**src/rtl/multicycle_ctrl.sv**
```systemverilog
// Main control FSM for the multicycle MIPS-subset datapath.
// Each instruction is sequenced through fetch, decode, execute, memory and
// writeback states. Datapath controls are Moore-decoded from the current state.
// The exceptions are these inputs:
// - mem_ready gates ir_write and the PC write in FETCH.
// - zero combines with pc_write_cond to form pc_en.
// - reset forces every strobe low.
// The ALU evaluates on the falling edge, so zero is settled before the rising
// edge that consumes pc_en.
module multicycle_ctrl #(
  parameter int CNT_W   = 32,
  parameter int STATE_W = 4
) (
  input  logic               clock,
  input  logic               reset,
  input  logic [5:0]         opcode,
  input  logic               zero,
  input  logic               mem_ready,
  output logic [1:0]         alu_op,
  output logic               alu_funct_sel,
  output logic               alu_src_a,
  output logic [1:0]         alu_src_b,
  output logic [1:0]         pc_source,
  output logic               pc_en,
  output logic               i_or_d,
  output logic               mem_read,
  output logic               mem_write,
  output logic               ir_write,
  output logic               reg_dst,
  output logic               mem_to_reg,
  output logic               reg_write,
  output logic               illegal_op,
  output logic [STATE_W-1:0] state,
  output logic [CNT_W-1:0]   retired
);

  typedef enum logic [3:0] {
    S_FETCH   = 4'd0,
    S_DECODE  = 4'd1,
    S_MEMADDR = 4'd2,
    S_MEMRD   = 4'd3,
    S_MEMWB   = 4'd4,
    S_MEMWR   = 4'd5,
    S_REXEC   = 4'd6,
    S_RWB     = 4'd7,
    S_BRANCH  = 4'd8,
    S_IEXEC   = 4'd9,
    S_IWB     = 4'd10,
    S_JUMP    = 4'd11,
    S_TRAP    = 4'd12
  } state_t;

  localparam logic [5:0] OP_R    = 6'b000000;
  localparam logic [5:0] OP_LW   = 6'b100011;
  localparam logic [5:0] OP_SW   = 6'b101011;
  localparam logic [5:0] OP_BEQ  = 6'b000100;
  localparam logic [5:0] OP_BNE  = 6'b000101;
  localparam logic [5:0] OP_ADDI = 6'b001000;
  localparam logic [5:0] OP_SLTI = 6'b001010;
  localparam logic [5:0] OP_J    = 6'b000010;

  state_t           r_state;
  state_t           w_next;
  logic             r_is_bne;
  logic [CNT_W-1:0] r_retired;

  // Raw Moore controls before reset gating.
  logic [1:0] w_alu_op;
  logic       w_alu_funct_sel;
  logic       w_alu_src_a;
  logic [1:0] w_alu_src_b;
  logic [1:0] w_pc_source;
  logic       w_pc_write;
  logic       w_pc_write_cond;
  logic       w_i_or_d;
  logic       w_mem_read;
  logic       w_mem_write;
  logic       w_ir_write;
  logic       w_reg_dst;
  logic       w_mem_to_reg;
  logic       w_reg_write;
  logic       w_illegal;
  logic       w_retire;

  // Dispatch target out of DECODE; anything not in the subset traps.
  function automatic state_t f_dispatch(input logic [5:0] op);
    state_t s;
    case (op)
      OP_LW, OP_SW:     s = S_MEMADDR;
      OP_R:             s = S_REXEC;
      OP_BEQ, OP_BNE:   s = S_BRANCH;
      OP_ADDI, OP_SLTI: s = S_IEXEC;
      OP_J:             s = S_JUMP;
      default:          s = S_TRAP;
    endcase
    return s;
  endfunction

  // State register; reset abandons any in-flight instruction.
  always_ff @(posedge clock) begin
    if (reset) begin
      r_state <= S_FETCH;
    end else begin
      r_state <= w_next;
    end
  end

  // Remember beq/bne at decode so BRANCH never depends on opcode.
  always_ff @(posedge clock) begin
    if (reset) begin
      r_is_bne <= 1'b0;
    end else if (r_state == S_DECODE) begin
      r_is_bne <= (opcode == OP_BNE);
    end
  end

  // Retired-instruction counter; wraps naturally at its width.
  always_ff @(posedge clock) begin
    if (reset) begin
      r_retired <= '0;
    end else if (w_retire) begin
      r_retired <= r_retired + CNT_W'(1);
    end
  end

  // Next-state and Moore output decode; every output defaults to 0.
  always_comb begin
    w_next          = r_state;
    w_alu_op        = 2'b00;
    w_alu_funct_sel = 1'b0;
    w_alu_src_a     = 1'b0;
    w_alu_src_b     = 2'b00;
    w_pc_source     = 2'b00;
    w_pc_write      = 1'b0;
    w_pc_write_cond = 1'b0;
    w_i_or_d        = 1'b0;
    w_mem_read      = 1'b0;
    w_mem_write     = 1'b0;
    w_ir_write      = 1'b0;
    w_reg_dst       = 1'b0;
    w_mem_to_reg    = 1'b0;
    w_reg_write     = 1'b0;
    w_illegal       = 1'b0;
    w_retire        = 1'b0;
    case (r_state)
      S_FETCH: begin
        // PC + 4 is computed alongside the instruction read.
        w_mem_read  = 1'b1;
        w_alu_src_b = 2'b01;
        w_ir_write  = mem_ready;
        w_pc_write  = mem_ready;
        if (mem_ready) w_next = S_DECODE;
      end
      S_DECODE: begin
        // Branch target precomputed while the register file is read.
        w_alu_src_b = 2'b11;
        w_next      = f_dispatch(opcode);
      end
      S_MEMADDR: begin
        w_alu_src_a = 1'b1;
        w_alu_src_b = 2'b10;
        if (opcode == OP_LW) begin
          w_next = S_MEMRD;
        end else if (opcode == OP_SW) begin
          w_next = S_MEMWR;
        end else begin
          w_next = S_FETCH;
        end
      end
      S_MEMRD: begin
        w_mem_read = 1'b1;
        w_i_or_d   = 1'b1;
        if (mem_ready) w_next = S_MEMWB;
      end
      S_MEMWB: begin
        w_reg_write  = 1'b1;
        w_mem_to_reg = 1'b1;
        w_retire     = 1'b1;
        w_next       = S_FETCH;
      end
      S_MEMWR: begin
        w_mem_write = 1'b1;
        w_i_or_d    = 1'b1;
        if (mem_ready) begin
          w_retire = 1'b1;
          w_next   = S_FETCH;
        end
      end
      S_REXEC: begin
        w_alu_src_a = 1'b1;
        w_alu_op    = 2'b10;
        w_next      = S_RWB;
      end
      S_RWB: begin
        w_reg_write = 1'b1;
        w_reg_dst   = 1'b1;
        w_retire    = 1'b1;
        w_next      = S_FETCH;
      end
      S_BRANCH: begin
        // For bne the ALU is asked to raise zero when operands differ.
        w_alu_src_a     = 1'b1;
        w_pc_source     = 2'b01;
        w_pc_write_cond = 1'b1;
        w_alu_op        = r_is_bne ? 2'b11 : 2'b01;
        w_alu_funct_sel = r_is_bne;
        w_retire        = 1'b1;
        w_next          = S_FETCH;
      end
      S_IEXEC: begin
        w_alu_src_a     = 1'b1;
        w_alu_src_b     = 2'b10;
        w_alu_op        = 2'b11;
        w_alu_funct_sel = 1'b1;
        w_next          = S_IWB;
      end
      S_IWB: begin
        w_reg_write = 1'b1;
        w_retire    = 1'b1;
        w_next      = S_FETCH;
      end
      S_JUMP: begin
        w_pc_write  = 1'b1;
        w_pc_source = 2'b10;
        w_retire    = 1'b1;
        w_next      = S_FETCH;
      end
      S_TRAP: begin
        w_illegal = 1'b1;
        w_next    = S_FETCH;
      end
      default: begin
        w_next = S_FETCH;
      end
    endcase
  end

  // Mux selects pass straight through; strobes are held off during reset.
  assign alu_op        = w_alu_op;
  assign alu_funct_sel = w_alu_funct_sel;
  assign alu_src_a     = w_alu_src_a;
  assign alu_src_b     = w_alu_src_b;
  assign pc_source     = w_pc_source;
  assign i_or_d        = w_i_or_d;
  assign reg_dst       = w_reg_dst;
  assign mem_to_reg    = w_mem_to_reg;
  assign pc_en         = (w_pc_write | (w_pc_write_cond & zero)) & ~reset;
  assign mem_read      = w_mem_read  & ~reset;
  assign mem_write     = w_mem_write & ~reset;
  assign ir_write      = w_ir_write  & ~reset;
  assign reg_write     = w_reg_write & ~reset;
  assign illegal_op    = w_illegal   & ~reset;
  assign state         = STATE_W'(r_state);
  assign retired       = r_retired;

endmodule
```
**config.mk**
```make
export PLATFORM = sky130hd
export DESIGN_NAME = multicycle_ctrl
export DESIGN_NICKNAME = d
export VERILOG_FILES = /design/src/rtl/multicycle_ctrl.sv
export SDC_FILE = /design/constraint.sdc
export NUM_CORES = 1
export LEC_CHECK = 0
export BUFFER_PORTS_ARGS = -buffer_cell sky130_fd_sc_hd__buf_4
export CORE_MARGIN = 10
export CORE_UTILIZATION = 30
export CTS_CLUSTER_SIZE = 10
export DETAILED_ROUTE_END_ITERATION = 6
export GPL_TIMING_DRIVEN = 0
export PLACE_DENSITY = 0.47
export SLEW_MARGIN = 0
export SYNTH_ARGS = -nofsm -noshare
export SYNTH_HDL_FRONTEND = slang
export SYNTH_SLANG_ARGS = --single-unit
```
**constraint.sdc**
```tcl
create_clock -name clock -period 2.2 [get_ports clock]
set_input_delay 0.44 -clock clock [delete_from_list [all_inputs] [get_ports clock]]
set_output_delay 0.44 -clock clock [all_outputs]
set_load 0.05 [all_outputs]
```
==> Word level (Yosys, flattened, before mapping) <==
Index checks and enable logic that the tools add are counted.
{ "word_totals": {"regBits": 37, "output_inout_bits": 53, "wordCells": 72} }
{ "classes": {"n_addsub": 1, "n_eq_ne": 22, "n_mux": 25, "bitwise_logic": 9, "n_reduce_logical": 12} }
{ "ops": {"columns": ["operator", "n"], "rows": [
  ["32-bit by 1-bit adder with 32-bit output (second input constant)", 1],
  ["4-bit one-hot mux with 7 select lines", 1],
  ["4-bit equality test (second input constant)", 5],
  ["4-bit one-hot mux with 5 select lines", 1],
  ["4-bit by 3-bit equality test with 1-bit output (second input constant)", 4],
  ["6-bit by 3-bit equality test with 1-bit output (second input constant)", 2],
  ["6-bit by 4-bit equality test with 1-bit output (second input constant)", 2],
  ["6-bit equality test (second input constant)", 2],
  ["4-bit 2-to-1 mux", 3],
  ["2-bit one-hot mux with 3 select lines", 2],
  ["2-bit OR reduction", 6],
  ["1-bit 2-to-1 mux", 11],
  ["4-bit by 2-bit equality test with 1-bit output (second input constant)", 2],
  ["1-bit bitwise AND", 7],
  ["6-bit by 2-bit equality test with 1-bit output (second input constant)", 1],
  ["6-bit zero test", 1],
  ["3-bit 2-to-1 mux", 2],
  ["2-bit != test (second input constant)", 3],
  ["1-bit one-hot mux with 2 select lines", 3],
  ["5-bit OR reduction", 1],
  ["4-bit by 1-bit equality test with 1-bit output (second input constant)", 1],
  ["4-bit zero test", 1],
  ["2-bit one-hot mux with 2 select lines", 1],
  ["4-bit OR reduction", 1],
  ["other kinds (5)", 5]
]} }

==> Depth between registers and ports, before layout <==
{ "logic_depth": {"ltp_word": 5, "mapped_depth": 8} }

==> Worst setup path after synthesis <==
Ideal clock, no wire load.
{ "synth_path": {"kind": "reg2out", "from": "reg r_state[3] (netlist: state[3])", "to": "out pc_en", "arrival_time_ns": 3.024, "t_required_ns": 1.760, "path_slack_ns": -1.264, "stages_incl_launch_ff": 5, "n_path_buf": 0, "path_cell_list": "dfxtp_1 > nand2b_1 > nor3_1 > a21oi_1 > o21bai_1"} }
{ "synth_between": {"elab_chain_len": 5} }
{ "synth_rtl": {"columns": ["item", "line", "source"], "rows": [
  ["start, declared", "62", "state_t r_state;"],
  ["start signal, assigned", "104", "r_state <= w_next;"],
  ["4-bit equality test", "145", "case (r_state)"],
  ["1-bit 2-to-1 mux", "145", null],
  ["1-bit bitwise AND", "247", "assign pc_en = (w_pc_write | (w_pc_write_cond & zero)) & ~reset;"],
  ["1-bit bitwise OR (*)", "247", null],
  ["1-bit bitwise AND (*)", "247", null],
  ["end, declared", "24", "output logic pc_en,"]
]} }
Every way passes the cells marked *; elsewhere a longest branch is shown, timed or not.

==> Worst setup path after layout <==
{ "layout_path": {"from": "reg r_state[0] (netlist: state[0])", "to": "out reg_write"} }
{ "layout_between": {"elab_chain_len": 4} }
{ "layout_rtl": {"columns": ["item", "line", "source"], "rows": [
  ["4-bit equality test / 4-bit by 3-bit equality test with 1-bit output (equally long branches)", "145", null],
  ["3-bit OR reduction (no line) (*)", null, null],
  ["1-bit 2-to-1 mux (*)", "145", null],
  ["1-bit bitwise AND (*)", "251", "assign reg_write = w_reg_write & ~reset;"],
  ["end, declared", "31", "output logic reg_write,"]
]} }
Marked as above.

==> results.sh <==
export IMPL_antenna_found_initial=0
export IMPL_criticalPathCategory="reg2out"
export IMPL_grt_pass1_wl_um=10400
export IMPL_finalWeightedCongestion=0.787
export IMPL_synth_cell_types=42
export IMPL_syn_area_mm2=0.00205
export IMPL_rows=30
export IMPL_portBuffers=61
export IMPL_antennaDiodeCount=0
export IMPL_cp_data_required_time_ns=1.76
export IMPL_synthCells=261
export IMPL_design_area_mm2=0.00286
export IMPL_power_density_mw_per_mm2=638
export IMPL_report_final_slew_viol_count=0
export IMPL_multi_input_area_mm2=0.00132
export IMPL_grt_max_degree=12
export IMPL_ios=63
export IMPL_async_flop_share_pct=0
export IMPL_numCtsBuffers=5
export IMPL_cts_tree="done"
export IMPL_ff_latch_area_um2=747
export IMPL_vias=2102
export IMPL_cts_num_sinks=37
export IMPL_start_kind="flop"
export IMPL_ys_flop_type="dfxtp_1"
export IMPL_drtPass1Iterations=4
export IMPL_syn_avg_cell_area_um2=7.86
export IMPL_worst_slack_ns=0.0834
export IMPL_crit_arrival_ns=1.68
export IMPL_ys_ff_latch=37
export IMPL_setup_viol=0
export IMPL_clk_pin_slew_ns=0.08
export IMPL_yosysSeqAreaShare_pct=36.1
export IMPL_die_w_um=103
export IMPL_layout_min_cycle_time_ns=2.12
export IMPL_initial_utilization_pct=30.5
export IMPL_final_cell_mix="buf_4, nor2_1, dfxtp_1, xor2_1, nand4_1"
export IMPL_skew_ns=0.00837
export IMPL_cts_hold_buf=0
export IMPL_max_slew_margin_rel_pct=57.7
export IMPL_hpwl_um=4790
export IMPL_dieArea_mm2=0.0105
export IMPL_cts_htree_levels=2
export IMPL_ir_worst_vdd_mv=0.310
export IMPL_layout_nets=343
export IMPL_core_area_mm2=0.00672
export IMPL_status="complete, no violations"
export IMPL_hold_path_class="in2reg"
export IMPL_die_h_um=103
export IMPL_grt_usage_pct=12.2
export IMPL_syn_to_final_growth_pct=39.4
export IMPL_pre_cts_slack_ns=0.00312
export IMPL_min_period_over_period_pct=96.2
export IMPL_overflow=0
export IMPL_hold_violations=0
export IMPL_clockBufferDepth=2
export IMPL_grt_pass1_vias=2074
export IMPL_clk_latency_ns=0.29
export IMPL_end_kind="output pin"
export IMPL_drc=0
export IMPL_wl_per_cell_um=15.5
export IMPL_drive_gt1_share_pct=31.5
export IMPL_drt_initial_drc_count=74
export IMPL_synth_edf_count=0
export IMPL_rrSetupSlack_ns=0.15
export IMPL_drv_cap=0
export IMPL_yosysWarnings=0
export IMPL_place_area_mm2=0.00269
export IMPL_routed_wl_um=6410
export IMPL_postRouteAntennaNets=0
export IMPL_rsz0062_at_grt="no"
export IMPL_worst_pin_slew_ns=0.634
export IMPL_fmax_mhz=472
export IMPL_total_leakage_power_nw=1.17
export IMPL_critPathMaxFanout=9
export IMPL_syn_num_nets=272
export IMPL_final_common_cell="buf_4"
export IMPL_cts_root_buf="clkbuf_8"
export IMPL_fillCellCount=697
export IMPL_routed_via_density=5.09
-- where the power goes --
group	leakage, nW	internal, W	switching [W]
Sequential	0.301	0.000684	0.0000144
Combinational	0.809	0.000167	0.000328
Clock	0.0585	0.000370	0.000262
-- path summary, 6_finish.rpt --
kind                             startpoint          end  cells after the start
worst max-delay path               state[0]    reg_write                      7
worst min-delay path              opcode[2]     state[3]                      3
worst max register to register   retired[6]  retired[29]                      5
worst min register to register  retired[31]  retired[31]                      2
-- cells in the mapped netlist, types with 2 or more instances --
cell type	count	share of area (%)
o21bai_1	4	1.5
buf_2	4	0.98
nor3_2	2	0.98
dfxtp_1	37	36
o31a_1	2	0.85
or3_1	4	1.2
buf_1	2	0.37
xnor2_1	2	0.85
inv_1	5	0.92
nor2_1	50	9.2
xor2_1	24	10
nand4_1	21	6.4
nand2_1	10	1.8
a21oi_1	11	2.7
o22ai_1	3	0.92
nor3_1	11	2.7
and3_1	7	2.1
mux2i_1	2	0.98
o21ai_0	7	1.7
o31ai_1	2	0.73
nand2b_1	6	1.8
clkbuf_1	8	1.5
nand3_1	17	4.1
or4_1	2	0.73
-- critical path, stage by stage (launching register included) --
cell	delay, ns
dfxtp_2	0.33
buf_2	0.21
nor2b_1	0.16
clkbuf_2	0.22
nor3_1	0.06
nor2_1	0.14
nor2_2	0.06
buf_4	0.21
-- layer usage --
metal | GRT usage (%) | wire length, um
met1 | 16.0 | 3000
met5 | 0 | 0
met4 | 2.93 | 55
met2 | 18.5 | 2850
met3 | 4.49 | 506
-- cell type report --
type                    count  area share (%)
multi-input cells         205            46.3
flip-flops and latches     37            26.1
repair buffers             64            16.8
well taps                  80            3.50
clock buffers               7            3.02
plain buffers              14            2.50
clock inverters             1            1.05
inverters                   5           0.657
-- kinds of logic (layout without fill, tap and decap cells) --
group | after synthesis | count (layout) | synth area share (%)
and+or+nand+nor | 139 | 139 | 34.8
DFF | 37 | 37 | 36.1
AOI/OAI and AO/OA | 36 | 36 | 12.1
xor gates and xnor gates | 26 | 26 | 11.1
buffers and inverters | 19 | 91 | 3.72
muxes | 3 | 3 | 1.53
adders and majority gates | 1 | 1 | 0.610
-- registers in the layout, summed over array words and instances, names as in the netlist --
name and count:
r_is_bne 1, retired 32, state 4
-- through the flow --
step	setup TNS (ns)	std cells	hold WS, ns	power (W)	utilization, %
after floorplan	-0.697	261	0.482	0.00105	-
after global placement	0	402	0.477	0.00119	40.0
after detailed placement	0	402	0.488	0.00119	40.0
after CTS	0	410	0.485	0.00182	42.0
after global routing	0	413	0.505	0.00191	42.5
final	0	413	0.489	0.00182	42.5
-- repair_timing --
| item | in CTS | in global routing |
|---|---|---|
| pin swaps | 0 | 1 |
| endpoints found under the hold margin | 0 | 0 |
| buffers inserted | 0 | 3 |
| gates resized for setup | 6 | 5 |
| endpoints found under the setup margin | 7 | 20 |
Power figures use the tool's default switching activity.
